===== src/rtl/pipe_hazard_ctrl.sv =====
// pipe_hazard_ctrl
// Pipeline control for the 5-stage core. Sits between IF and ID and produces
// the shared stall, flush and issue controls.
//   - A shift-register scoreboard follows every issued instruction from EX
//     to WB. ID stalls on a read-after-write hazard against any pending write.
//   - A resolved redirect kills the younger stages.
//   - A halt request drains the pipe, then parks the core until reset.
//
// Build option:
//   HAZARD_WB_BYPASS_EN  The register file is write-first, so the WB entry
//                        no longer blocks readers. sb_busy_o still reports it.
//
// rst_i is asynchronous and active-low. While it is low, every output is
// forced to 0 even if ID/redirect inputs are active.
//
// state     | meaning
// ----------+----------------------------------------------------------
// ST_RUN    | normal operation, issue allowed
// ST_DRAIN  | halt accepted, ID frozen, in-flight work retires (DEPTH cycles)
// ST_HALTED | pipe empty and stopped, left only through reset

module pipe_hazard_ctrl #(
    parameter int NREG         = 16,
    parameter int DEPTH        = 3,
    parameter int FLUSH_STAGES = 3,
    parameter int R0_ZERO      = 1,
    localparam int RW          = $clog2(NREG),
    localparam int CW          = $clog2(DEPTH + 1)
) (
    input  logic                    clk_i,
    input  logic                    rst_i,
    input  logic                    hlt_i,
    input  logic                    id_valid_i,
    input  logic [RW-1:0]           id_rs_i,
    input  logic                    id_rs_used_i,
    input  logic [RW-1:0]           id_rt_i,
    input  logic                    id_rt_used_i,
    input  logic [RW-1:0]           id_rd_i,
    input  logic                    id_we_i,
    input  logic                    redirect_i,
    output logic                    stall_o,
    output logic [FLUSH_STAGES-1:0] flush_o,
    output logic                    issue_o,
    output logic                    halted_o,
    output logic [NREG-1:0]         sb_busy_o
);

    // Number of scoreboard entries, counted from EX, that can block a reader.
`ifdef HAZARD_WB_BYPASS_EN
    localparam int HZ_N = DEPTH - 1;
`else
    localparam int HZ_N = DEPTH;
`endif

    typedef enum logic [1:0] {
        ST_RUN    = 2'd0,
        ST_DRAIN  = 2'd1,
        ST_HALTED = 2'd2
    } state_e;

    typedef struct packed {
        logic          v;
        logic          we;
        logic [RW-1:0] rd;
    } sb_entry_t;

    state_e          state_q, state_d;
    logic [CW-1:0]   cnt_q, cnt_d;
    sb_entry_t       ent_q [DEPTH];
    sb_entry_t       ent_d [DEPTH];

    logic [NREG-1:0] busy_all;
    logic [NREG-1:0] busy_hz;
    logic            rs_hit;
    logic            rt_hit;
    logic            hazard;
    logic            running;
    logic            stall_raw;
    logic            issue_raw;

    // Decode pending destinations.
    // busy_all covers every entry. busy_hz covers only the entries that can
    // still block a reader, and ignores r0 when r0 is hard-wired to zero.
    always_comb begin
        busy_all = '0;
        busy_hz  = '0;
        for (int i = 0; i < DEPTH; i++) begin
            for (int r = 0; r < NREG; r++) begin
                if (ent_q[i].v && ent_q[i].we && (ent_q[i].rd == RW'(r))) begin
                    busy_all[r] = 1'b1;
                    if (i < HZ_N) begin
                        busy_hz[r] = 1'b1;
                    end
                end
            end
        end
        if (R0_ZERO != 0) begin
            busy_hz[0] = 1'b0;
        end
    end

    // Same-cycle RAW hazard check and the raw stall/issue decisions.
    // A redirect overrides a hazard: the ID instruction is being killed
    // anyway, so holding it would only delay the refetch.
    always_comb begin
        rs_hit    = id_rs_used_i & busy_hz[id_rs_i];
        rt_hit    = id_rt_used_i & busy_hz[id_rt_i];
        hazard    = id_valid_i & (rs_hit | rt_hit);
        running   = (state_q == ST_RUN);
        stall_raw = ~running | (hazard & ~redirect_i);
        issue_raw = id_valid_i & ~stall_raw & ~redirect_i & running;
    end

    // Output gating. Keeps every control at 0 while reset is asserted,
    // including issue/flush, which depend only on live inputs.
    always_comb begin
        stall_o   = stall_raw & rst_i;
        issue_o   = issue_raw & rst_i;
        halted_o  = (state_q == ST_HALTED) & rst_i;
        flush_o   = {FLUSH_STAGES{redirect_i & rst_i}};
        sb_busy_o = busy_all & {NREG{rst_i}};
    end

    // Scoreboard advance.
    // After the shift, entry k sits in stage EX+k. A redirect kills the
    // entries that now sit inside the flushed window beyond ID. When
    // FLUSH_STAGES is 2, only IF and ID are flushed and no entry is cleared.
    always_comb begin
        for (int i = 0; i < DEPTH; i++) begin
            ent_d[i] = '0;
        end
        for (int i = DEPTH - 1; i > 0; i--) begin
            ent_d[i] = ent_q[i-1];
        end
        if (issue_raw) begin
            ent_d[0].v  = 1'b1;
            ent_d[0].we = id_we_i;
            ent_d[0].rd = id_rd_i;
        end
        if (redirect_i) begin
            for (int i = 0; i < FLUSH_STAGES - 2; i++) begin
                ent_d[i] = '0;
            end
        end
    end

    // Halt sequencing.
    // Once accepted, the halt is sticky. The drain counter runs
    // 0..DEPTH-1, so exactly DEPTH drain cycles are spent in ST_DRAIN.
    always_comb begin
        state_d = state_q;
        cnt_d   = cnt_q;
        case (state_q)
            ST_RUN: begin
                if (hlt_i) begin
                    state_d = ST_DRAIN;
                    cnt_d   = '0;
                end
            end
            ST_DRAIN: begin
                cnt_d = cnt_q + 1'b1;
                if (cnt_q == CW'(DEPTH - 1)) begin
                    state_d = ST_HALTED;
                end
            end
            ST_HALTED: begin
                state_d = ST_HALTED;
            end
            default: begin
                state_d = ST_RUN;
                cnt_d   = '0;
            end
        endcase
    end

    // State, counter and scoreboard registers.
    always_ff @(posedge clk_i or negedge rst_i) begin
        if (!rst_i) begin
            state_q <= ST_RUN;
            cnt_q   <= '0;
            for (int i = 0; i < DEPTH; i++) begin
                ent_q[i] <= '0;
            end
        end else begin
            state_q <= state_d;
            cnt_q   <= cnt_d;
            for (int i = 0; i < DEPTH; i++) begin
                ent_q[i] <= ent_d[i];
            end
        end
    end

endmodule

===== config.mk =====
export PLATFORM = sky130hd
export DESIGN_NAME = pipe_hazard_ctrl
export DESIGN_NICKNAME = d
export VERILOG_FILES = /design/src/rtl/pipe_hazard_ctrl.sv
export SDC_FILE = /design/constraint.sdc
export NUM_CORES = 1
export LEC_CHECK = 0
export CORE_ASPECT_RATIO = 0.6
export CORE_MARGIN = 2
export CORE_UTILIZATION = 37
export DETAILED_ROUTE_END_ITERATION = 10
export HOLD_SLACK_MARGIN = 0.15
export PLACE_DENSITY = 0.7
export SYNTH_ARGS = -nofsm -noshare
export SYNTH_HDL_FRONTEND = slang
export SYNTH_SLANG_ARGS = --single-unit

===== constraint.sdc =====
create_clock -name clk_i -period 7.4 [get_ports clk_i]
set_input_delay 1.85 -clock clk_i [delete_from_list [all_inputs] [get_ports clk_i]]
set_output_delay 1.85 -clock clk_i [all_outputs]
set_load 0.01 [all_outputs]

## Word-level counts from Yosys, hierarchy flattened

Index checks and enable logic that the tools add are counted.

| word-level totals | value |
|---|---|
| memory bits (writable) | 0 |
| memory bits (read-only) | 0 |
| bits of input ports | 20 |
| output and inout bits | 22 |
| bits in registers | 22 |
| bits in latches | 0 |
| memories | 0 |
| logic and storage cells | 198 |

| cells by class | value |
|---|---|
| order comparisons | 2 |
| eq/ne operators | 50 |
| multiplexer cells | 59 |
| reductions and logical operators | 57 |
| shifts and indexed selects | 0 |
| $mul | 0 |
| divide/modulo/power cells | 0 |
| $add $sub $neg | 1 |
| bitwise gates (word level) | 18 |

Operator list:

| kind | number |
|---|---|
| $eq 4x4->1 const B | 24 |
| $logic_and 1x1->1 | 51 |
| $mux 1 | 50 |
| $eq 4x3->1 const B | 12 |
| $eq 4x2->1 const B | 6 |
| $and 16x16->16 | 1 |
| $eq 4x1->1 const B | 3 |
| $logic_not 4->1 | 3 |
| $mux 6 | 2 |
| $pmux 2 s3 | 2 |
| $and 1x1->1 | 11 |
| $lt 4x5->1 const B | 2 |
| $bmux 1 s4 | 2 |
| $mux 2 | 3 |
| $eq 2x2->1 const B | 2 |
| $ne 2x2->1 const B | 2 |
| $not 1->1 | 4 |
| $reduce_and 2->1 | 2 |
| $add 2x1->2 const B | 1 |
| $eq 2x1->1 const B | 1 |
| $logic_not 2->1 | 1 |
| $or 1x1->1 | 2 |

## Depth between registers and ports, before layout

| depth | value |
|---|---|
| depth after elaboration | 18 |
| depth in mapped cells | 7 |
| depth with buffers taken out | 7 |

## Worst setup path before layout

Ideal clock, no wire load.

| timing path | value |
|---|---|
| path type | input -> output |
| start | input id_rs_i[1] |
| end | output stall_o |
| data arrival time | 3.198 ns |
| stages | 7 |
| path slack | 2.352 ns |
| data required time | 5.550 ns |
| path buffers | 1 |
| path through | clkbuf_1 > nand3_1 > o311ai_0 > a21oi_1 > a41oi_1 > o211ai_2 > and3_1 |

| on the way | value |
|---|---|
| cells in the longest elaborated chain, start to end | 8 |

Ends and longest elaborated chain:

| element | RTL line | RTL |
|---|---|---|
| start, declared | 34 | `input logic [RW-1:0] id_rs_i,` |
| $bmux 1 s4 | 106 | `rs_hit = id_rs_used_i & busy_hz[id_rs_i];` |
| $mux 1 (not written as such) | 106 |  |
| $and 1x1->1 | 106 |  |
| $or 1x1->1 | 108 | `hazard = id_valid_i & (rs_hit \| rt_hit);` |
| $and 1x1->1 | 108 |  |
| $and 1x1->1 | 110 | `stall_raw = ~running \| (hazard & ~redirect_i);` |
| $or 1x1->1 | 110 |  |
| $and 1x1->1 | 117 | `stall_o = stall_raw & rst_i;` |
| end, declared | 41 | `output logic stall_o,` |

Every way passes these cells. The select of a mux whose other input is x is not followed.

## Worst setup path after layout

| timing path | value |
|---|---|
| start | input id_rt_i[1] |
| end | output stall_o |

| on the way | value |
|---|---|
| cells in the longest elaborated chain, start to end | 8 |

Ends and longest elaborated chain:

| element | RTL line | RTL |
|---|---|---|
| start, declared | 36 | `input logic [RW-1:0] id_rt_i,` |
| $bmux 1 s4 | 107 | `rt_hit = id_rt_used_i & busy_hz[id_rt_i];` |
| $mux 1 (not written as such) | 107 |  |
| $and 1x1->1 | 107 |  |
| $or 1x1->1 | 108 |  |
| $and 1x1->1 | 108 |  |
| $and 1x1->1 | 110 |  |
| $or 1x1->1 | 110 |  |
| $and 1x1->1 | 117 |  |

Every way passes these cells. The select of a mux whose other input is x is not followed.

==> results.yml <==
run_status:
  status: "finished clean"
floorplanning:
  ios: 42
  coreArea_sq_um: 4189
  die_h_um: 55.58
  start_util_pct: 39.16
  fp-row-count: 18
  dieArea_sq_um: 5000
  die_w_um: 89.96
pwr:
  seq_power_share_pct: 40.4
  p_int_mw: 0.2578
  switching_share_pct: 30.98
  p_sw_mw: 0.1158
  ir_drop_uv: 185.7
  pwr-share-comb_pct: 29.9
  p_per_area_nw_per_um2: 172.1
  p_leak_nw: 0.7942
  fin_total_pwr_mw: 0.3736
  clock_power_share_pct: 29.6
yosys:
  ys_async_sr_fraction_pct: 100.0
  ys_warn_count: 0
  yosysSeqAreaShare_pct: 33.56
  synthCells: 206
  synthFlopType: "dfrtp_1"
  syn_area_sq_um: 1640
  synth_cell_type_count: 41
  synth_edf_count: 0
  syn_nets: 231
  ys_seq_elements: 22
  synth_area_per_cell_sq_um: 7.963
timing:
  setup_violations: 0
  fmax_mhz: 162.6
  clock_skew_ns: 0.003123
  fin_hold_ws_ns: 0.4399
  tightest_slew_ns: 0.5739
  slew_viol_final: 0
  tns_ns: 0
  setup_slack_ns: 1.249
  min_period_ns: 6.151
  slew_headroom_pct: 61.62
  fin_crit_sh_pct: 83.12
  rsz0062_at_grt: "no"
  final-hold-violation-count: 0
placement:
  place_congestion: 0.9788
  dpl.cell_count: 301
  io_buffers: 41
  pre_cts_ws_ns: 1.297
  place_hpwl_mm: 3.769
detailed_routing:
  drtIter0Drc: 230
  via_per_inst: 5.882
  dr.pass1.iters: 5
  route.detailed.drc: 0
  drtAntennaViolNets: 0
  routedWlPerCell_um: 16.06
  vias: 1794
  routed_wl_mm: 4.899
critical_path:
  cpMostUsedCell: "clkdlybuf4s50_1"
  critical_path.top_delay_family: "buffers and inverters"
  r2r_slack_ns: 5.15
  worst_ep_required_time_ns: 5.55
  startpoint: "id_rt_i[1]"
  critPathBufInv: 3
  cpPeakStageDelay_ns: 0.68
  crit_type: "primary input to primary output"
  path_cells: "clkdlybuf4s50_1, inv_1, o211ai_1, o2111ai_1, o41ai_1, o211ai_2, and3_1, clkdlybuf4s50_1"
  crit_fanout: 10
  start_kind: "primary input"
  rr_startpoint: "ent_q[1]"
  slowest_stage: "clkdlybuf4s50_1"
  crit_arrival_ns: 4.30
  endpoint_kind: "primary output"
global_routing:
  met3_usage_pct: 8.130
  use_met2_pct: 24.46
  antenna_found_initial: 0
  gr-total-overflow: 0
  grtUsageMet1_pct: 30.75
  grt_pass1_wl_mm: 7.783
  grt_pass1_vias: 1557
  grt_use_total_pct: 19.34
  grt_max_degree: 43
  grt_busiest_layer: "met1"
finish:
  fin_nets: 271
  layout-drive-gt1-share_pct: 3.265
  synthToLayoutAreaGrowth_pct: 32.34
  nFillCells: 405
  mostFrequentLayoutCell: "clkdlybuf4s50_1"
  mostFrequentLayoutCells: "41 x clkdlybuf4s50_1, 33 x nor2_1, 22 x dfrtp_1"
  num_antenna_cells: 0
  final_cells: 305
clocking:
  htree_num_levels: 1
  clock_latency_ns: 0.26
  clock-sinks: 22
  cts_buffer_depth: 2
  cts_tree: "done"
  numCtsBuffers: 3
  path_clk_slew_ns: 0.08
  root_buffer: "clkbuf_8"
  postCtsSetupBuffers: 0
  cts.repair.resized: 0
  postCtsHoldBufs: 0
job:
  drv_cap: 0
min_path:
  worstHoldPathType: "register to register"
  min_from: "ent_d[2]"
synthesized netlist by cell type (all sizes together) (2+ instances only):
cell type  count  share of area [%]
nor2          33                7.6
dfrtp         22                 34
nand2         17                3.9
nor3          15                4.6
nor2b         13                5.0
o22ai         11                4.2
o21ai         10                3.1
inv            8                1.8
nand2b         6                2.3
nand4b         6                3.2
o21a           6                2.7
clkbuf         5                1.1
ha             5                3.8
o211ai         4                2.1
a211oi         3                1.4
a21oi          3               0.92
and2           3                1.1
nand4          3                1.1
nand4bb        3                2.1
nor3b          3                1.4
nor4           3                1.1
o32ai          3                1.6
buf            2               0.92
o41ai          2                1.1
or3            2               0.76
cells by family (layout without fill, tap and decap cells):
family,Yosys count,after routing,share of synthesized area [%]
mux,1,1,0.6102
flops,22,22,33.56
buf+inv,15,54,3.890
simple gates,113,113,36.61
compound gates,50,50,21.51
fa+ha+maj,5,5,3.814
power groups by stage:
stage	Clock, mW	Combinational, mW	Sequential, mW
after floorplan	0	0.0714	0.150
after global placement	0	0.110	0.153
after detailed placement	0	0.111	0.153
after CTS	0.113	0.111	0.151
after global routing	0.119	0.126	0.154
final	0.111	0.112	0.151
state kept, by name (all words and copies together) (netlist names):
name     flops
state_q      2
cnt_q        2
ent_q        6
ent_d       12
final timing paths:
kind                                  to  cells after the start
worst max-delay path             stall_o                      8
worst max register to register  ent_d[7]                      7
worst min-delay path            ent_q[2]                      0
min in group asynchronous       ent_d[2]                      2
worst min register to register  ent_q[2]                      0
max in group asynchronous       ent_q[4]                      2
layer usage:
layer / share of wire, % / vias to the layer above
li1: - / 840
met1: 50 / 817
met2: 37 / 131
met3: 13 / 6
met4: 0.67 / 0
met5: 0 / -
cell type report:
type | count | area (sq um) | area share [%]
Clock inverter | 1 | 30.03 | 1.383
Tap cell | 60 | 75.07 | 3.458
Clock buffer | 3 | 41.29 | 1.902
Inverter | 8 | 30.03 | 1.383
Timing Repair Buffer | 42 | 417.9 | 19.25
Multi-Input combinational cell | 169 | 1026 | 47.26
Sequential cell | 22 | 550.5 | 25.36
stage by stage:
stage                     util, %  instance area (sq um)
final                       51.82                   2171
after global routing        51.82                   2171
after CTS                   51.82                   2171
after detailed placement    50.12                   2100
after global placement      50.12                   2100
after floorplan                 -                   1640
Note: power is estimated with default switching activity, not from simulation.
